## src/rtl/seven_seg_scanner.sv

```systemverilog
// seven_seg_scanner: time-multiplexed scan controller for a
// NUM_DIGITS-wide common-cathode 7-segment display.
// Ports:
//   clk, rst            clock and synchronous active-high reset
//   en                  scan enable (0 forces IDLE)
//   load                strobe capturing bcd_in/dp_in into the shadow frame
//   bcd_in, dp_in       digit values (digit 0 = bits [3:0]) and decimal points
//   blank_lz            leading-zero blanking enable
//   bcd_out, dp_out     BCD code and decimal point of the selected digit
//   digit_en            one-hot digit enable, active-high
//   digit_idx           index of the selected digit
//   frame_tick          one-cycle pulse on the last cycle of each scan
module seven_seg_scanner #(
   parameter int NUM_DIGITS   = 4,
   parameter int REFRESH_DIV  = 100000,
   parameter int BLANK_CYCLES = 1000
) (
   input  logic                          clk,
   input  logic                          rst,
   input  logic                          en,
   input  logic                          load,
   input  logic [4*NUM_DIGITS-1:0]       bcd_in,
   input  logic [NUM_DIGITS-1:0]         dp_in,
   input  logic                          blank_lz,
   output logic [3:0]                    bcd_out,
   output logic                          dp_out,
   output logic [NUM_DIGITS-1:0]         digit_en,
   output logic [$clog2(NUM_DIGITS)-1:0] digit_idx,
   output logic                          frame_tick
);

   localparam int IW = $clog2(NUM_DIGITS);
   localparam int CW = $clog2(REFRESH_DIV);

   localparam logic [CW-1:0] BLANK_LAST = CW'(BLANK_CYCLES - 1);
   localparam logic [CW-1:0] SHOW_LAST  =
      CW'(REFRESH_DIV - BLANK_CYCLES - 1);
   localparam logic [IW-1:0] IDX_LAST   = IW'(NUM_DIGITS - 1);

   typedef enum logic [1:0] {
      IDLE  = 2'd0,
      BLANK = 2'd1,
      SHOW  = 2'd2
   } state_t;

   state_t state, state_n;

   logic [CW-1:0]           cnt, cnt_n;
   logic [IW-1:0]           idx_n;
   logic                    boundary;

   logic [4*NUM_DIGITS-1:0] shadow_bcd, active_bcd, act_bcd_n;
   logic [NUM_DIGITS-1:0]   shadow_dp, active_dp, act_dp_n;
   logic                    pending;

   logic [NUM_DIGITS-1:0]   live;
   logic                    suppress;
   logic [NUM_DIGITS-1:0]   en_d;
   logic [3:0]              bcd_d;
   logic                    dp_d;
   logic                    tick_d;

   // Next state, slot counter and digit index.
   always_comb begin
      state_n  = state;
      cnt_n    = cnt;
      idx_n    = digit_idx;
      boundary = 1'b0;
      if (!en) begin
         state_n = IDLE;
         cnt_n   = '0;
         idx_n   = '0;
      end else begin
         unique case (state)
            IDLE: begin
               state_n  = BLANK;
               cnt_n    = '0;
               idx_n    = '0;
               boundary = 1'b1;
            end
            BLANK: begin
               if (cnt == BLANK_LAST) begin
                  state_n = SHOW;
                  cnt_n   = '0;
               end else begin
                  cnt_n = cnt + 1'b1;
               end
            end
            SHOW: begin
               if (cnt == SHOW_LAST) begin
                  state_n = BLANK;
                  cnt_n   = '0;
                  if (digit_idx == IDX_LAST) begin
                     idx_n    = '0;
                     boundary = 1'b1;
                  end else begin
                     idx_n = digit_idx + 1'b1;
                  end
               end else begin
                  cnt_n = cnt + 1'b1;
               end
            end
            default: begin
               state_n = IDLE;
               cnt_n   = '0;
               idx_n   = '0;
            end
         endcase
      end
   end

   // Frame contents seen from the next cycle on; a load on the
   // boundary cycle bypasses the shadow so it shows immediately.
   always_comb begin
      act_bcd_n = active_bcd;
      act_dp_n  = active_dp;
      if (boundary) begin
         if (load) begin
            act_bcd_n = bcd_in;
            act_dp_n  = dp_in;
         end else if (pending) begin
            act_bcd_n = shadow_bcd;
            act_dp_n  = shadow_dp;
         end
      end
   end

   // live[i]: some digit at or above i is nonzero or carries a dp.
   always_comb begin
      logic acc;
      acc  = 1'b0;
      live = '0;
      for (int i = NUM_DIGITS - 1; i >= 0; i--) begin
         acc     = acc | (act_bcd_n[4*i +: 4] != 4'd0) | act_dp_n[i];
         live[i] = acc;
      end
   end

   // Output values for the next cycle, derived from next state.
   always_comb begin
      en_d     = '0;
      suppress = blank_lz && (idx_n != '0) && !live[idx_n];
      bcd_d    = act_bcd_n[{idx_n, 2'b00} +: 4];
      dp_d     = act_dp_n[idx_n] && !suppress;
      tick_d   = (state_n == SHOW) && (idx_n == IDX_LAST) &&
                 (cnt_n == SHOW_LAST);
      if (state_n == SHOW && !suppress) begin
         en_d[idx_n] = 1'b1;
      end
      if (state_n == IDLE) begin
         bcd_d = 4'd0;
         dp_d  = 1'b0;
      end
   end

   always_ff @(posedge clk) begin
      if (rst) begin
         state      <= IDLE;
         cnt        <= '0;
         digit_idx  <= '0;
         shadow_bcd <= '0;
         shadow_dp  <= '0;
         active_bcd <= '0;
         active_dp  <= '0;
         pending    <= 1'b0;
         bcd_out    <= '0;
         dp_out     <= 1'b0;
         digit_en   <= '0;
         frame_tick <= 1'b0;
      end else begin
         state      <= state_n;
         cnt        <= cnt_n;
         digit_idx  <= idx_n;
         active_bcd <= act_bcd_n;
         active_dp  <= act_dp_n;
         if (load) begin
            shadow_bcd <= bcd_in;
            shadow_dp  <= dp_in;
         end
         if (boundary) begin
            pending <= 1'b0;
         end else if (load) begin
            pending <= 1'b1;
         end
         bcd_out    <= bcd_d;
         dp_out     <= dp_d;
         digit_en   <= en_d;
         frame_tick <= tick_d;
      end
   end

endmodule
```

## config.mk

```make
export PLATFORM = sky130hd
export DESIGN_NAME = seven_seg_scanner
export DESIGN_NICKNAME = d
export VERILOG_FILES = /design/src/rtl/seven_seg_scanner.sv
export SDC_FILE = /design/constraint.sdc
export NUM_CORES = 1
export LEC_CHECK = 0
export CAP_MARGIN = 20
export CORE_MARGIN = 1
export CORE_UTILIZATION = 30
export DETAILED_ROUTE_END_ITERATION = 8
export DONT_BUFFER_PORTS = 1
export PLACE_DENSITY = 0.5
export SKIP_LAST_GASP = 1
export SLEW_MARGIN = 10
export SYNTH_ARGS = -nofsm -noshare
export SYNTH_HDL_FRONTEND = slang
export SYNTH_SLANG_ARGS = --single-unit
export TNS_END_PERCENT = 50
```

## constraint.sdc

```tcl
create_clock -name clk -period 4.55 [get_ports clk]
set_input_delay 0.2275 -clock clk [delete_from_list [all_inputs] [get_ports clk]]
set_output_delay 0.2275 -clock clk [all_outputs]
set_load 0.05 [all_outputs]
```

# Yosys cells after proc, flatten, opt, wreduce, memory -nomap -nowiden
# Cells that the tools add are included.
# totals
output_inout_bits	12
ff_bits	72
latchBits	0
mem_bits_ro	0
n_memories	0
ramBits	0
wordCells	80
inputBits	25
# classes
bitwise_logic	8
n_addsub	2
div	0
n_mux	28
n_lt_le_gt_ge	2
multipliers	0
reduce_logical	19
n_shift	1
eq_ne	8
# op_table
op	count
two-way mux 17 bit	3
two-way mux 16 bit	3
equality test 17 bit (second input constant)	2
case mux 17 bit (2 select lines)	1
adder 17 x 1 -> 17 bit (second input constant)	1
equality test 17 x 10 -> 1 bit (second input constant)	1
nonzero test 4 bit	4
indexed part select 16 x 5 -> 4 bit	1
two-way mux 2 bit	6
two-way mux 4 bit	3
equality test 2 bit (second input constant)	4
logical AND 1 bit	7
OR 1 bit	7
two-way mux 1 bit	6
case mux 2 bit (3 select lines)	1
OR reduction 2 bit	3
binary-select mux 1 bit (select 2 bit)	2
zero test 2 bit	2
case mux 2 bit (2 select lines)	1
less-than comparator 2 x 3 -> 1 bit (second input constant)	1
adder 2 x 1 -> 2 bit (second input constant)	1
demux 1 bit (select 2 bit)	1
equality test 2 x 1 -> 1 bit (second input constant)	1
greater-or-equal comparator 2 x 1 -> 1 bit (second input constant)	1
4 further kinds	5

# Longest topological paths before layout
# Gate-level depths: netlist of the first run.
# depth
depth_word	22
ltp_mapped	10
depth_no_buf	9

# Least setup slack after synthesis of the first run
# OpenSTA, ideal clock, no wires.
# synth_timing
path_kind	reg-to-reg
start	register digit_idx[0]
end	register digit_en[1]
setup_time_ns	0.118
n_path_buf	1
setup_slack_ns	2.296
t_required_ns	4.432
stages_incl_launch_ff	10
arrival_time_ns	2.137
synth_period_minus_slack_ns	2.254
path_cell_list	dfxtp_1 > ha_1 > o211a_1 > nand4_1 > o22ai_2 > buf_4 > nand4_1 > a21boi_0 > o2111ai_1 > o2111a_1
# synth_via
elab_chain_len	22
elab_cells_between_ends	38
classes_between	add/sub (1); order compare (2); eq/ne (1); mux (14); bitwise (8); reduce/logical (12)
# synth_lines
item	line	rtl
from (decl)	28	output logic [$clog2(NUM_DIGITS)-1:0] digit_idx,
from (signal assigned)	173	digit_idx <= idx_n;
equality test 2 bit	93	if (digit_idx == IDX_LAST) begin
two-way mux 1 bit	93	
two-way mux 1 bit	90	if (cnt == SHOW_LAST) begin
case mux 1 bit (2 select lines)	74	unique case (state)
two-way mux 1 bit	69	if (!en) begin
two-way mux 16 bit	117	if (boundary) begin
nonzero test 4 bit	134	acc = acc | (act_bcd_n[4*i +: 4] != 4'd0) | act_dp_n[i];
OR 1 bit (7 in series)	134	
binary-select mux 1 bit (select 2 bit)	142	suppress = blank_lz && (idx_n != '0) && !live[idx_n];
two-way mux 1 bit (implied by the code)	142	
zero test 1 bit	142	
logical AND 1 bit	142	
zero test 1 bit	147	if (state_n == SHOW && !suppress) begin
logical AND 1 bit	147	
NOT 1 bit (no line)	--	
OR reduction 2 bit (no line)	--	
to (signal assigned)	187	digit_en <= en_d;
to (decl)	27	output logic [NUM_DIGITS-1:0] digit_en,
# Several ways; a longest one is shown, not always the timed one. The select of a mux whose other input is x is not followed.
# A chain may end at the register's enable or synchronous reset.

# Final worst setup path of the first run
# Same ends and word-level chain as after synthesis.

==> metrics.md, run 1 <==
| Metric | Value |
|---|---|
| Status | finished, final reports clean |
| Clk buf depth | 2 |
| # rows | 40 |
| Synth Instances | ~430 |
| Most frequent cells in the layout | dfxtp_1, nor2_1, nand2_1, mux2i_1, o21ai_0 |
| Final Hold Fails | 0 |
| Pleak | ~1.5 nW |
| Die Height | ~110 microns |
| Final nets | ~450 |
| Fillers | 1,226 |
| Vias in the first global route | 2,887 |
| Commonest non-fill, non-tap cell in the layout | dfxtp_1 |
| Pre-CTS setup slack | approximately 1.6 ns |
| Max Cap Viol | 0 |
| Setup Buffers After CTS | 0 |
| Final setup margin | 1.60 ns |
| Pwr dens | between 300 and 400 nW/um^2 |
| CP required | 4.78 ns |
| Root Buffer Master | clkbuf_16 |
| Synth Flop Type | dfxtp_1 |
| Post-synthesis sequential area ratio | roughly 39% |
| RSZ-0062 raised after global routing | false |
| Synthesized net count | between 400 and 500 |
| Initial antenna violation count | 0 |
| Setup TNS | 0 ns |
| Fmax | 339 MHz |
| Ant diodes | 0 |
| Syn Area/Cell | around 8.5 sq um |
| Area delta synth->final | 11.1% |
| Vias/cell | 5.23 |
| Synth Warn # | 0 |
| Worst hold path cell count | 2 |
| Setup crit end kind | register |
| Tot Pwr | 1.58 mW |
| GRT Overall Usage | 15.4% |
| TritonCTS clock tree | built |
| FF-to-FF Start | digit_idx[0]$_SDFF_PP0_ |
| CP arrival | ~3.2 ns |
| Post-Route WL | between 9 and 10 mm |
| Period Utilization, post-route | between 60 and 70% |
| Largest net degree at the start of global routing | 46 |
| Die footprint | roughly 13,000 sq um |
| Routed len/inst | between 15 and 20 microns |
| DP HPWL | 6.64 mm |
| Reg2reg end | digit_en[1]$_SDFF_PP0_ |
| Core area | 12,000 sq um |
| First-pass GRT wire length | 15.1 mm |
| Normalized max-slew margin | between 40% and 50% |
| Yosys cell types | 57 |
| HP Class | primary input to register |
| Tmin final | a little under 3 ns |
| 1st-iter DRT viols | between 150 and 200 |
| Post-CTS Resized | 0 |
| Worst Skew | roughly 0.01 ns |
| Slew of the pin with the lowest slew margin | 0.894 ns |
| Post-DP Area | 3740 sq um |
| Min-delay src | bcd_in[1] |
| Drt drc | 0 |
| # clock sinks | 72 |
| Slowest CP cell | dfxtp_1 |
| Max-slew violation count | 0 |
| Clock buffer count from CTS | 9 |
| Vias | between 3,000 and 4,000 |
| Worst stage delay on the critical path | between 0.7 and 0.8 ns |
| Critical-path cell list | ha_1 -> o211a_1 -> nand4_1 -> o22ai_2 -> o21ai_0 -> o31ai_1 -> nand4_1 -> o2111a_1 |
| Routed Antenna Nets | 0 |
| Gr ovfl total | 0 |
| Setup Viol. Count Final | 0 |
| Yosys reg bits | slightly above 70 |
| Synth async-reset ratio | 0% |
| Startpoint Class | register |
| # hold bufs at CTS | 1 |
| Max rail drop VDD | between 0.2 and 0.25 mV |
| CP most frequent cell | nand4_1 |
| Hold Path Sink | shadow_bcd[1]$_SDFFE_PP0P_ |
| Initial Utilization | 30.8% |
| I/O pin count | 37 |
| Crit Path Max Fanout | 21 |
| R2R setup slack | between 1.5 and 2 ns |
| Final non-filler cell area | between 4000 and 5000 sq um |
| Post-synth EDFFs | 0 |
| Worst Reg-to-Reg Cells | 8 |
| Die width | approximately 110 microns |
| Critical path class | register to register |
| Routability cong. | a little over 0.8 |
| H-tree depth | 3 |
| Worst-path clk slew | approximately 0.07 ns |
| Mapped cell area | ~3700 sq um |
| Buffers on Ports | 0 |
| First-pass iteration count of the detailed router | 5 |
| Worst skew pair latency | 0.34 ns |
| Share of layout cells above drive strength 1 | 7.48% |
## final cells by class
type                       instances  area (sq um)  area share, %
inverter                          18          67.6           1.65
clock buffer                       9           225           5.51
tap                              147           184           4.50
multi-input combinational        321          2050           50.1
timing repair buffer               1          20.0          0.490
clock inverter                     7           101           2.48
sequential                        72          1440           35.3
## synthesized netlist by cell type (4+ instances only)
library cell	count	area share (%)
and2_1	5	0.85
nand2_1	34	3.5
nand3_1	14	1.9
inv_1	18	1.8
buf_6	4	1.2
ha_1	6	2.0
nor2_1	68	6.9
xor2_1	9	2.1
and4_1	4	0.95
a31oi_1	8	1.4
nand2b_1	15	2.5
nor2b_1	5	0.85
mux2i_1	30	8.2
dfxtp_1	72	39
nor3_1	10	1.4
o32ai_1	4	0.95
clkbuf_1	8	0.82
and3_1	6	1.0
a21oi_1	17	2.3
xnor2_1	7	1.7
o21ai_0	19	2.6
nand4_1	10	1.7
buf_2	8	1.1
## cell families (layout without fill, tap and decap cells)
logic type | count (synthesis) | count (layout) | synth area share [%]
DFF | 72 | 72 | 39.2
AOI/OAI and AO/OA | 80 | 80 | 15.3
adders and majority gates | 6 | 6 | 2.04
muxes | 32 | 32 | 8.77
xor gates and xnor gates | 16 | 16 | 3.81
and+or+nand+nor | 187 | 187 | 25.8
buffers and inverters | 39 | 35 | 5.17
## sequential cells by signal, summed over array words and instances, names as in the netlist
register / cells
shadow_bcd: 16
digit_idx: 2
active_bcd: 16
frame_tick: 1
digit_en: 4
state: 2
cnt: 17
dp_out: 1
bcd_out: 4
active_dp: 4
shadow_dp: 4
pending: 1
## critical path: cells and delay by family (launching register included)
| kind | cells | cell delay (ns) |
|---|---|---|
| AND/OR/NAND/NOR | 2 | 0.26 |
| flip-flops | 1 | 0.75 |
| AO/OA/AOI/OAI | 5 | 1.52 |
| adder cells (fa/ha/maj) | 1 | 0.30 |
## metrics by stage
step / hold WS, ns / utilization (%) / cells
after floorplan: 0.375 / - / 432
after global placement: 0.313 / 31.3 / 558
after detailed placement: 0.319 / 31.3 / 558
after CTS: 0.0355 / 34.2 / 575
after global routing: 0.0501 / 34.2 / 575
final: 0.0377 / 34.2 / 575
## power by group
group | total [mW] | switching [mW] | internal [mW]
clock | 0.782 | 0.296 | 0.486
combinational | 0.121 | 0.0716 | 0.0498
sequential | 0.676 | 0.0209 | 0.655
total | 1.58 | 0.389 | 1.19
## worst max-delay path by stage
stage | startpoint | end | slack, ns | cells after the start
after floorplan | digit_idx[0]$_SDFF_PP0_ | digit_en[1]$_SDFF_PP0_ | 2.30 | 9
after global placement | digit_idx[0]$_SDFF_PP0_ | digit_en[1]$_SDFF_PP0_ | 1.66 | 8
after detailed placement | digit_idx[0]$_SDFF_PP0_ | digit_en[1]$_SDFF_PP0_ | 1.63 | 8
after CTS | digit_idx[0]$_SDFF_PP0_ | digit_en[1]$_SDFF_PP0_ | 1.60 | 8
after global routing | digit_idx[0]$_SDFF_PP0_ | digit_en[1]$_SDFF_PP0_ | 1.38 | 8
final | digit_idx[0]$_SDFF_PP0_ | digit_en[1]$_SDFF_PP0_ | 1.60 | 8
## layer usage
metal / track usage, % / vias up / share of wire, %
met3: 5.30 / 6 / 7.1
li1: - / 1505 / -
met4: 4.62 / 0 / 1.1
met5: 0 / - / 0
met1: 20.8 / 1428 / 47
met2: 23.3 / 66 / 45
(Power assumes the default switching activity.)
==> run 2: changes to the inputs <==
Settings changed: PLACE_DENSITY 0.5 to 0.51.
Clock period 4.55 ns to 2.5 ns, I/O delays scaled along.
==> run 2 against run 1 <==
  * Wire length grew 5.3%
  * First-iteration DRC count shrank 22%
  * Cell count grew 7.3%
  * Worst setup slack lost 1.5 ns
  * Die area is the same
  * Register-to-register slack lost 1.5 ns
  * Hold slack lost 0.030 ns
  * Total power grew 76%
  * Clock power grew 62%
  * Clock skew is essentially flat
  * Largest power group unchanged
==> metrics.md, run 2 (same netlist as run 1, synthesis figures left out) <==
| Metric | Value |
|---|---|
| Largest register FFs | 17 (unchanged) |
| Post-Route WL | 10.0 mm (was 9.51 mm) |
| Max Cap Viol | 0 (unchanged) |
| Buffers on Ports | 0 (unchanged) |
| Initial Utilization | 30.8% (unchanged) |
| Finished Layout Cells | 617 (was 575) |
| R2R setup slack | 0.13 ns (was 1.60 ns) |
| First-pass iteration count of the detailed router | 4 (was 5) |
| Final Hold Fails | 0 (unchanged) |
| CP arrival | 2.69 ns (was 3.17 ns) |
| Reg with most FFs | cnt (unchanged) |
| Root Buffer Master | clkbuf_16 (unchanged) |
| Worst skew pair latency | 0.34 ns (about the same) |
| Initial antenna violation count | 0 (unchanged) |
| Worst-path clk slew | 0.06 ns (was 0.07 ns) |
| Reg2reg end | digit_en[1]$_SDFF_PP0_ (unchanged) |
| Startpoint Class | primary input (was register) |
| Worst hold path cell count | 2 (unchanged) |
| Core area | 12,000 sq um (unchanged) |
| Tmin final | approximately 2.4 ns |
| Largest net degree at the start of global routing | 45 (was 46) |
| TritonCTS clock tree | built (unchanged) |
| Normalized max-slew margin | 36.9% (was 40.4%) |
| Clk buf depth | 2 (unchanged) |
| Vias in the first global route | 3,170 (was 2,887) |
| Routed len/inst | 16.2 microns (was 16.5 microns) |
| Crit Path Max Fanout | 29 (was 21) |
| RSZ-0062 raised after global routing | true (was false) |
| # clock sinks | 72 (unchanged) |
| Drt drc | 0 (unchanged) |
| Regs by FF count | cnt x17, active_bcd x16, shadow_bcd x16 (unchanged) |
| I/O pin count | 37 (unchanged) |
| 1st-iter DRT viols | 128 (was 164) |
| Max-slew violation count | 0 (unchanged) |
| Status | finished, final reports clean (unchanged) |
| Hold Path Sink | shadow_bcd[8]$_SDFFE_PP0P_ (was shadow_bcd[1]$_SDFFE_PP0P_) |
| Max rail drop VDD | 0.320 mV (was 0.212 mV) |
| Die footprint | 12,700 sq um (unchanged) |
| Most frequent cells in the layout | dfxtp_1, nor2_1, nand2_1, mux2i_1, buf_4 (was dfxtp_1, nor2_1, nand2_1, mux2i_1, o21ai_0) |
| Setup Viol. Count Final | 0 (unchanged) |
| Worst Reg-to-Reg Cells | 9 (was 8) |
| Final setup margin | 0.0871 ns (was 1.60 ns) |
| Vias | 3,175 (was 3,005) |
| Worst Skew | 0.00938 ns (was 0.00971 ns) |
| Slew of the pin with the lowest slew margin | 0.944 ns (was 0.894 ns) |
| First-pass GRT wire length | 16.3 mm (was 15.1 mm) |
| CP required | 2.78 ns (was 4.78 ns) |
| Die Height | 113 microns (unchanged) |
| Min-delay src | bcd_in[8] (was bcd_in[1]) |
| H-tree depth | 3 (unchanged) |
| # rows | 40 (unchanged) |
| Commonest non-fill, non-tap cell in the layout | dfxtp_1 (unchanged) |
| Routed Antenna Nets | 0 (unchanged) |
| Clock buffer count from CTS | 9 (unchanged) |
| Fmax | between 400 and 500 MHz |
| DP HPWL | 6.93 mm (was 6.64 mm) |
| Share of layout cells above drive strength 1 | 12.3% (was 7.48%) |
| Vias/cell | 5.15 (was 5.23) |
| GRT Overall Usage | 16.5% (was 15.4%) |
| Setup Buffers After CTS | 0 (unchanged) |
| HP Class | primary input to register (unchanged) |
| Period Utilization, post-route | between 90% and 100% |
| Ant diodes | 0 (unchanged) |
| Routability cong. | 0.809 (was 0.827) |
| Pleak | 1.72 nW (was 1.53 nW) |
| Setup crit end kind | register (unchanged) |
| Die width | 113 microns (unchanged) |
| Pwr dens | 627 nW/um^2 (was 386 nW/um^2) |
| Area delta synth->final | 20.6% (was 11.1%) |
| Critical path class | primary input to register (was register to register) |
| Gr ovfl total | 0 (unchanged) |
| Pre-CTS setup slack | 0.0370 ns (was 1.63 ns) |
| Final nets | 496 (was 454) |
| FF-to-FF Start | state[0]$_SDFF_PP0_ (was digit_idx[0]$_SDFF_PP0_) |
| Cells after DPL | 582 (was 558) |
[run 2: routing by layer]
metal | routed length [microns] | share of wire (%) | global-route usage (%) | vias up
met5 | 0 | 0 | 0 | -
met4 | 214 | 2.1 | 6.76 | 0
met3 | 489 | 4.9 | 4.66 | 12
met2 | 4380 | 44 | 25.4 | 56
met1 | 4930 | 49 | 21.9 | 1512
li1 | - | - | - | 1595
[run 2: critical path, cell delays in order]
cell and delay (ns):
dlygate4sd3_1 1.16, nand2_1 0.14, dlygate4sd3_1 0.60, a21oi_1 0.11, dlygate4sd3_1 0.55
[run 2: worst max-delay path by stage]
stage	startpoint	slack (ns)	cells past startpoint	end
finish	load	0.09	5	shadow_bcd[14]$_SDFFE_PP0P_
global route	state[0]$_SDFF_PP0_	-0.07	9	digit_en[1]$_SDFF_PP0_
CTS	state[0]$_SDFF_PP0_	0.01	9	digit_en[1]$_SDFF_PP0_
detailed placement	state[0]$_SDFF_PP0_	0.04	9	digit_en[1]$_SDFF_PP0_
global placement	state[0]$_SDFF_PP0_	0.06	9	digit_en[1]$_SDFF_PP0_
floorplan	digit_idx[0]$_SDFF_PP0_	0.25	9	digit_en[1]$_SDFF_PP0_
[run 2: area by class of cell]
cell class                      count  area, sq um
Sequential cell                    72         1440
Timing Repair Buffer               43          393
Inverter                           18         67.6
Tap cell                          147          184
Fill cell                        1224         7520
Multi-Input combinational cell    321         2070
Clock buffer                       11          233
Clock inverter                      5         56.3
[run 2: per-stage QoR]
step           instance area, sq um  power [mW]  hold WS (ns)  TNS (ns)  util [%]
2_1_floorplan                  3680        1.43         0.272         0         -
3_5_place_dp                   3940        1.49         0.213         0      32.9
5_1_grt                        4440        2.90        0.0193    -0.176      37.1
4_1_cts                        4420        2.80      0.000276         0      37.0
6_report                       4440        2.78       0.00773         0      37.1
3_3_place_gp                   3940        1.49         0.213         0      32.9
[run 2: power breakdown]
group          internal (mW)  switching [mW]
Combinational          0.134           0.152
Sequential              1.19          0.0354
Clock                  0.773           0.497
[run 2: what timing repair did]
item,in CTS,in global routing
setup endpoints to repair,0,7
hold endpoints to repair,46,0
hold buffers,19,0
gates resized for setup,0,4
